$ cat src/rtl/eth_tx_framer.sv
// ============================================================================
// eth_tx_framer
// ----------------------------------------------------------------------------
// Wishbone-loaded Ethernet transmit framer. The frame-loading master writes
// the frame body one byte at a time into an internal buffer, programs the
// frame length and issues a start command. The framer then streams the frame
// to the MAC/PHY byte interface:
//
//     7 x 0x55 preamble, 0xD5 SFD, buffered payload bytes, 4-byte FCS
//
// The FCS is the reflected CRC-32 (poly 0xEDB88320, init 0xFFFFFFFF) of the
// payload, complemented and sent least significant byte first. After the
// last FCS byte is accepted the line is held idle for IFG_BYTES cycles before
// the buffer is released for the next frame.
//
// Register map (8-bit Wishbone, word address i_wb_addr):
//     0 DATA   write: append byte to buffer (sets ovf when buffer is full)
//     1 LEN    write: index of last frame byte including FCS (payload = LEN-3)
//     2 STATUS read : {5'b0, ovf, err, busy}
//     3 CMD    write: start transmission (sets err if LEN is inconsistent)
//
// Ports:
//     clk          clock
//     rst          synchronous active-high reset
//     i_wb_cyc     Wishbone cycle
//     i_wb_stb     Wishbone strobe
//     i_wb_we      Wishbone write enable
//     i_wb_addr    register select
//     i_wb_data    write data
//     o_wb_ack     acknowledge, one cycle after each accepted access
//     o_wb_stall   high whenever a frame is in flight (state != S_IDLE)
//     o_wb_data    read data, valid together with o_wb_ack
//     o_tx_valid   o_tx_data holds a byte for the sink
//     o_tx_data    transmit byte
//     i_tx_ready   sink accepts the byte this cycle
//     o_busy       state != S_IDLE
// ============================================================================
module eth_tx_framer #(
    parameter int DEPTH     = 256,
    parameter int IFG_BYTES = 12
) (
    input  logic       clk,
    input  logic       rst,
    input  logic       i_wb_cyc,
    input  logic       i_wb_stb,
    input  logic       i_wb_we,
    input  logic [1:0] i_wb_addr,
    input  logic [7:0] i_wb_data,
    output logic       o_wb_ack,
    output logic       o_wb_stall,
    output logic [7:0] o_wb_data,
    output logic       o_tx_valid,
    output logic [7:0] o_tx_data,
    input  logic       i_tx_ready,
    output logic       o_busy
);

    // Buffer address width and a pointer one bit wider so "full" is just
    // the top bit (DEPTH is a power of two).
    localparam int AW = $clog2(DEPTH);
    localparam int PW = AW + 1;

    // Common width for length arithmetic: wide enough for both the 8-bit
    // LEN register and the buffer pointers.
    localparam int CW = (PW > 9) ? PW : 9;

    // Shared sequencing counter: preamble (0..6), FCS (0..3), IFG cycles.
    localparam int NW = $clog2(IFG_BYTES + 8);

    localparam logic [31:0] CRC_POLY = 32'hEDB88320;
    localparam logic [31:0] CRC_INIT = 32'hFFFFFFFF;

    localparam logic [1:0] A_DATA   = 2'd0;
    localparam logic [1:0] A_LEN    = 2'd1;
    localparam logic [1:0] A_STATUS = 2'd2;
    localparam logic [1:0] A_CMD    = 2'd3;

    localparam logic [2:0] S_IDLE     = 3'd0;
    localparam logic [2:0] S_PREAMBLE = 3'd1;
    localparam logic [2:0] S_SFD      = 3'd2;
    localparam logic [2:0] S_DATA     = 3'd3;
    localparam logic [2:0] S_FCS      = 3'd4;
    localparam logic [2:0] S_IFG      = 3'd5;

    logic [2:0]    state;
    logic [7:0]    frame_buf [DEPTH];
    logic [PW-1:0] wr_ptr;
    logic [PW-1:0] rd_ptr;
    logic [7:0]    len;
    logic [31:0]   crc;
    logic [NW-1:0] cnt;
    logic          ovf;
    logic          err;

    logic          accept;
    logic          len_short;
    logic          cmd_ok;
    logic [CW-1:0] payload_cnt;
    logic [CW-1:0] last_idx;
    logic          tx_active;
    logic [7:0]    tx_byte;
    logic          tx_load;
    logic          emit;

    // One byte of reflected CRC-32, all eight bit steps unrolled.
    function automatic logic [31:0] crc_update(input logic [31:0] c_in,
                                               input logic [7:0]  d);
        logic [31:0] c;
        c = c_in ^ {24'h000000, d};
        for (int i = 0; i < 8; i++) begin
            c = c[0] ? ((c >> 1) ^ CRC_POLY) : (c >> 1);
        end
        return c;
    endfunction

    // Stall and busy both come straight from the state register, so the bus
    // is blocked for the whole frame including the inter-frame gap.
    assign o_busy     = (state != S_IDLE);
    assign o_wb_stall = o_busy;
    assign accept     = i_wb_cyc & i_wb_stb & ~o_wb_stall;

    // LEN counts the FCS, so the payload is LEN-3 bytes and the last payload
    // byte sits at index LEN-4. A start is refused if LEN cannot hold an FCS
    // or the payload would read past the bytes actually written.
    assign len_short   = (len < 8'd3);
    assign payload_cnt = CW'(len) - CW'(3);
    assign last_idx    = CW'(len) - CW'(4);
    assign cmd_ok      = !len_short && (payload_cnt <= CW'(wr_ptr));

    // Byte the sequencer wants to present next, chosen by state. The FCS
    // is the complemented running CRC, least significant byte first.
    always_comb begin
        tx_byte   = 8'h00;
        tx_active = 1'b0;
        case (state)
            S_PREAMBLE: begin
                tx_byte   = 8'h55;
                tx_active = 1'b1;
            end
            S_SFD: begin
                tx_byte   = 8'hD5;
                tx_active = 1'b1;
            end
            S_DATA: begin
                tx_byte   = frame_buf[rd_ptr[AW-1:0]];
                tx_active = 1'b1;
            end
            S_FCS: begin
                tx_active = 1'b1;
                case (cnt[1:0])
                    2'd0:    tx_byte = ~crc[7:0];
                    2'd1:    tx_byte = ~crc[15:8];
                    2'd2:    tx_byte = ~crc[23:16];
                    default: tx_byte = ~crc[31:24];
                endcase
            end
            default: begin
                tx_byte   = 8'h00;
                tx_active = 1'b0;
            end
        endcase
    end

    // The output register refills whenever it is empty or its byte is being
    // taken, which keeps bytes back-to-back while the sink is ready. The
    // sequencer advances when a byte is loaded into the output register; by
    // the time FCS byte 0 is loaded the last payload byte has already been
    // folded into the CRC.
    assign tx_load = !o_tx_valid || i_tx_ready;
    assign emit    = tx_load && tx_active;

    // Frame buffer write port. Only reachable while idle, so it never races
    // the transmit read.
    always_ff @(posedge clk) begin
        if (!rst && accept && i_wb_we && (i_wb_addr == A_DATA) && !wr_ptr[AW]) begin
            frame_buf[wr_ptr[AW-1:0]] <= i_wb_data;
        end
    end

    // Bus register file and transmit sequencer. Bus accesses are only
    // accepted in S_IDLE, so bus-side and transmit-side updates of shared
    // registers (wr_ptr, ovf, err, state) never collide in the same cycle.
    always_ff @(posedge clk) begin
        if (rst) begin
            state      <= S_IDLE;
            wr_ptr     <= '0;
            rd_ptr     <= '0;
            len        <= 8'h00;
            crc        <= CRC_INIT;
            cnt        <= '0;
            ovf        <= 1'b0;
            err        <= 1'b0;
            o_wb_ack   <= 1'b0;
            o_wb_data  <= 8'h00;
            o_tx_valid <= 1'b0;
            o_tx_data  <= 8'h00;
        end else begin
            o_wb_ack  <= accept;
            o_wb_data <= 8'h00;

            if (accept && !i_wb_we && (i_wb_addr == A_STATUS)) begin
                o_wb_data <= {5'b00000, ovf, err, o_busy};
            end

            if (accept && i_wb_we) begin
                case (i_wb_addr)
                    A_DATA: begin
                        if (!wr_ptr[AW]) begin
                            wr_ptr <= wr_ptr + PW'(1);
                        end else begin
                            ovf <= 1'b1;
                        end
                    end
                    A_LEN: begin
                        len <= i_wb_data;
                    end
                    A_CMD: begin
                        if (cmd_ok) begin
                            err    <= 1'b0;
                            rd_ptr <= '0;
                            cnt    <= '0;
                            crc    <= CRC_INIT;
                            state  <= S_PREAMBLE;
                        end else begin
                            err <= 1'b1;
                        end
                    end
                    default: begin
                    end
                endcase
            end

            if (emit) begin
                o_tx_valid <= 1'b1;
                o_tx_data  <= tx_byte;
                case (state)
                    S_PREAMBLE: begin
                        if (cnt == NW'(6)) begin
                            cnt   <= '0;
                            state <= S_SFD;
                        end else begin
                            cnt <= cnt + NW'(1);
                        end
                    end
                    S_SFD: begin
                        cnt   <= '0;
                        state <= (payload_cnt == '0) ? S_FCS : S_DATA;
                    end
                    S_DATA: begin
                        crc    <= crc_update(crc, tx_byte);
                        rd_ptr <= rd_ptr + PW'(1);
                        if (CW'(rd_ptr) == last_idx) begin
                            cnt   <= '0;
                            state <= S_FCS;
                        end
                    end
                    S_FCS: begin
                        if (cnt == NW'(3)) begin
                            cnt   <= '0;
                            state <= S_IFG;
                        end else begin
                            cnt <= cnt + NW'(1);
                        end
                    end
                    default: begin
                    end
                endcase
            end else if (tx_load) begin
                o_tx_valid <= 1'b0;
            end

            // The gap is counted only once the last FCS byte has actually
            // left the output register, so a slow sink cannot shorten it.
            if ((state == S_IFG) && !o_tx_valid) begin
                if (cnt == NW'(IFG_BYTES - 1)) begin
                    cnt    <= '0;
                    wr_ptr <= '0;
                    ovf    <= 1'b0;
                    state  <= S_IDLE;
                end else begin
                    cnt <= cnt + NW'(1);
                end
            end
        end
    end

endmodule

$ cat config.mk
export PLATFORM = sky130hd
export DESIGN_NAME = eth_tx_framer
export DESIGN_NICKNAME = d
export VERILOG_FILES = /design/src/rtl/eth_tx_framer.sv
export SDC_FILE = /design/constraint.sdc
export NUM_CORES = 2
export LEC_CHECK = 0
export CELL_PAD_IN_SITES_DETAIL_PLACEMENT = 0
export CELL_PAD_IN_SITES_GLOBAL_PLACEMENT = 1
export CORE_MARGIN = 5
export CORE_UTILIZATION = 50
export CTS_BUF_LIST = sky130_fd_sc_hd__clkbuf_4 sky130_fd_sc_hd__clkbuf_8 sky130_fd_sc_hd__clkbuf_16
export DETAILED_ROUTE_END_ITERATION = 6
export GPL_ROUTABILITY_DRIVEN = 0
export PLACE_DENSITY_LB_ADDON = 0.25
export SLEW_MARGIN = 25
export SYNTH_ARGS = -nofsm -noshare
export SYNTH_HDL_FRONTEND = slang
export SYNTH_SLANG_ARGS = --single-unit
$ cat constraint.sdc
create_clock -name clk -period 3.6 [get_ports clk]
set_input_delay 0.54 -clock clk [delete_from_list [all_inputs] [get_ports clk]]
set_output_delay 0.54 -clock clk [all_outputs]
set_load 0.03 [all_outputs]
==> out/qor.yml <==
run_status:
  status: "finished with violations"
  violations: "negative setup slack"
sta:
  fmaxAchievable_mhz: 234
  skew_ps: 47.8
  tightest_slew_ps: 1160
  period_share_pct: 119
  hold_violations: 0
  drv_slew: 0
  rsz0062_at_grt: "yes"
  timing.final.crit_period_ps: 4280
  setup_slack_ps: -677
  setup_viol: 34
  slew_headroom_pct: 22.4
pwr:
  switching_share_pct: 19.9
  p_seq_share_pct: 54.7
  p_comb_share_pct: 1.3
  p_switching_w: 0.00987
  pwr-share-clk_pct: 44.1
  internal_power_w: 0.0398
  max-vdd-ir-drop_mv: 0.431
  pwr_density_cell_nw_per_um2: 472
  leakage_nw: 34.4
synth:
  ys_ff_latch: 2129
  netlist-cell-type-count: 92
  yosysWarnings: 0
  syn_avg_cell_area_um2: 18.6
  synthArstFlopShare_pct: 0
  syn_area_um2: 85400
  synth-compound-area-share_pct: 4.34
  synth_xor_area_share_pct: 1.20
  synth_edf_count: 2048
  synth_fa_ha_area_share_pct: 0.322
  synth_cells: 4580
  synth_top_family_by_area: "multiplexers"
  synth-main-ff-cell: "edfxtp_1"
  synthMuxAreaShare_pct: 13.9
  synth_simple_gate_area_share_pct: 4.11
  yosysSeqAreaShare_pct: 73.9
setup_path:
  critical_path.cell_chain: "buf_4 > buf_4 > mux4_2 > mux4_2 > mux2i_4 > nor3_4 > a41oi_4 > buf_6 > nor2_2 > or4_4 > xnor2_4 > buf_6 > xnor3_1 > xnor2_1 > o22a_1"
  crit_path_start_kind: "register"
  r2r_start: "rd_ptr[2]"
  slowest_stage: "or4_4"
  arrival_ps: 5000
  rr_worst_depth: 15
  slowest_delay_ps: 580
  critPathKind: "reg -> reg"
  crit_path_end_kind: "register"
  crit_required_ps: 4320
  path_max_fanout: 7
  crit_start: "rd_ptr[2]"
routing:
  wire_per_inst_um: 33.1
  via_count: 50300
  drc_errors: 0
  via_per_inst: 6.25
  antenna_left: 0
  drt_wl_total_um: 267000
  initialDrtViolationCount: 7062
  first_pass_iters: 7
final_layout:
  fin_area_um2: 105000
  fin_nets: 5694
  syn2layout_area_growth_pct: 23.1
  stdcell_count: 8052
  layout-drive-gt1-share_pct: 34.2
  final_cell_mix: "edfxtp_1 (2048), buf_4 (913), mux2i_1 (370)"
  layout.cells.most_common: "edfxtp_1"
clock_network:
  clk_pin_slew_ps: 60
  cts_made_buffers: 207
  clk_latency_ps: 870
  cts_tree: "yes"
  cts_sinks: 2129
  root_buffer: "clkbuf_16"
  htree_num_levels: 4
  clock_path_buffers: 3
grt:
  antenna_found_initial: 11
  grt_use_met2_pct: 44.0
  grt_start_max_net_pins: 124
  use_met3_pct: 7.56
  grt_pass1_wl_um: 375000
  grt-ovfl-total: 0
  grt_use_total_pct: 29.6
  met1_usage_pct: 42.0
  busiest_layer: "met2"
  grt_pass1_vias: 49300
place:
  dpl-instance-area_um2: 95600
  place_inst: 7554
  io_buffers: 30
  hpwl_um: 178000
floorplan:
  die_w_um: 423
  core-area_um2: 170000
  initial_core_util_pct: 50.3
  row_count: 151
  die_h_um: 423
  io-pin-count: 36
  die_area_um2: 179000
worst_hold_path:
  hp-class: "in -> reg"
  holdPathStages: 1
  hold_start: "i_wb_data[6]"
run:
  drv_cap: 0
power groups by stage:
stage | Clock, W | Combinational [W] | Sequential [W]
detailed placement | 0 | 0.000615 | 0.0277
global route | 0.0232 | 0.000669 | 0.0271
CTS | 0.0221 | 0.000624 | 0.0271
finish | 0.0219 | 0.000634 | 0.0271
floorplan | 0 | 0.000102 | 0.0277
global placement | 0 | 0.000590 | 0.0277
cell type report:
| class | instances | area (um2) |
|---|---|---|
| Antenna cell | 3 | 7.51 |
| Clock buffer | 268 | 5660 |
| Clock inverter | 116 | 1210 |
| Fill cell | 12000 | 64500 |
| Inverter | 27 | 104 |
| Multi-Input combinational cell | 2158 | 21600 |
| Sequential cell | 2129 | 63100 |
| Tap cell | 2218 | 2780 |
| Timing Repair Buffer | 1133 | 10700 |
what timing repair did:
action	in CTS	in global routing
setup endpoints to repair	37	37
gates resized for setup	241	59
pin swaps	71	33
hold buffers	0	0
endpoints found under the hold margin	0	0
gates cloned	12	0
setup buffers	94	22
cells in the mapped netlist, types with 15 or more instances:
| master | count | area [um2] |
|---|---|---|
| o22ai_1 | 56 | 350 |
| o221ai_1 | 15 | 131 |
| edfxtp_1 | 2048 | 61500 |
| clkbuf_1 | 105 | 394 |
| buf_2 | 71 | 355 |
| nand2b_1 | 16 | 100 |
| a211oi_1 | 19 | 143 |
| buf_6 | 43 | 484 |
| buf_4 | 31 | 233 |
| xor2_1 | 16 | 140 |
| a21oi_1 | 87 | 435 |
| ha_1 | 22 | 275 |
| xnor2_1 | 54 | 473 |
| nor2_1 | 352 | 1320 |
| nor3_1 | 47 | 235 |
| o21ai_0 | 35 | 175 |
| mux4_1 | 15 | 394 |
| mux2i_1 | 383 | 3830 |
| inv_1 | 25 | 93.8 |
| nand2_1 | 148 | 556 |
| dfxtp_1 | 81 | 1620 |
| o22a_1 | 19 | 166 |
| nand3_1 | 85 | 425 |
| a31oi_1 | 27 | 169 |
| nand4_1 | 25 | 156 |
| nor2b_1 | 28 | 175 |
| a22oi_1 | 162 | 1220 |
| mux4_2 | 336 | 7570 |
per-stage QoR:
| step | hold WS [ps] | total power, W | setup TNS [ps] | setup slack [ps] | util [%] |
|---|---|---|---|---|---|
| 4_1_cts | 132 | 0.0499 | -12530 | -552 | 61.8 |
| 3_5_place_dp | 449 | 0.0283 | -29460 | -1180 | 56.4 |
| 2_1_floorplan | 429 | 0.0278 | -89.9 | -47.8 | - |
| 3_3_place_gp | 442 | 0.0282 | -27600 | -1080 | 56.3 |
| 6_report | 179 | 0.0496 | -15580 | -677 | 62.0 |
| 5_1_grt | 160 | 0.0510 | -17980 | -705 | 62.0 |
worst max-delay path: cells and delay by family, from the launching register on:
| kind | cells | cell delay (ps) |
|---|---|---|
| mux | 3 | 1160 |
| simple gates | 3 | 730 |
| xor+xnor | 3 | 700 |
| buf+inv | 4 | 670 |
| flops | 1 | 430 |
| compound gates | 2 | 410 |
cell families (layout without fill, tap and decap cells):
family	count (synthesis)	after routing
flip-flops	2129	2129
AND/OR/NAND/NOR	774	774
multiplexers	743	743
AO/OA/AOI/OAI	524	524
buffers and inverters	298	1544
XOR/XNOR	89	89
adder cells (fa/ha/maj)	22	22
other	1	9
state kept, by name, summed over array words and instances (netlist names), 3 cells and up:
signal,count
cnt,5
crc,32
o_wb_data,3
o_tx_data,8
rd_ptr,9
state,3
frame_buf,2048
wr_ptr,9
len,8
layer usage:
metal / vias to the layer above / wire length, um
li1: 20700 / -
met1: 26000 / 103000
met2: 3049 / 119000
met3: 571 / 30900
met4: 8 / 13400
met5: - / 46
path summary, 6_finish.rpt:
check / endpoint / slack [ps]
max: crc[19] / -680
min: frame_buf[172][6] / 180
max reg2reg: crc[19] / -680
min reg2reg: o_wb_data[1] / 460
(Power assumes the default switching activity.)
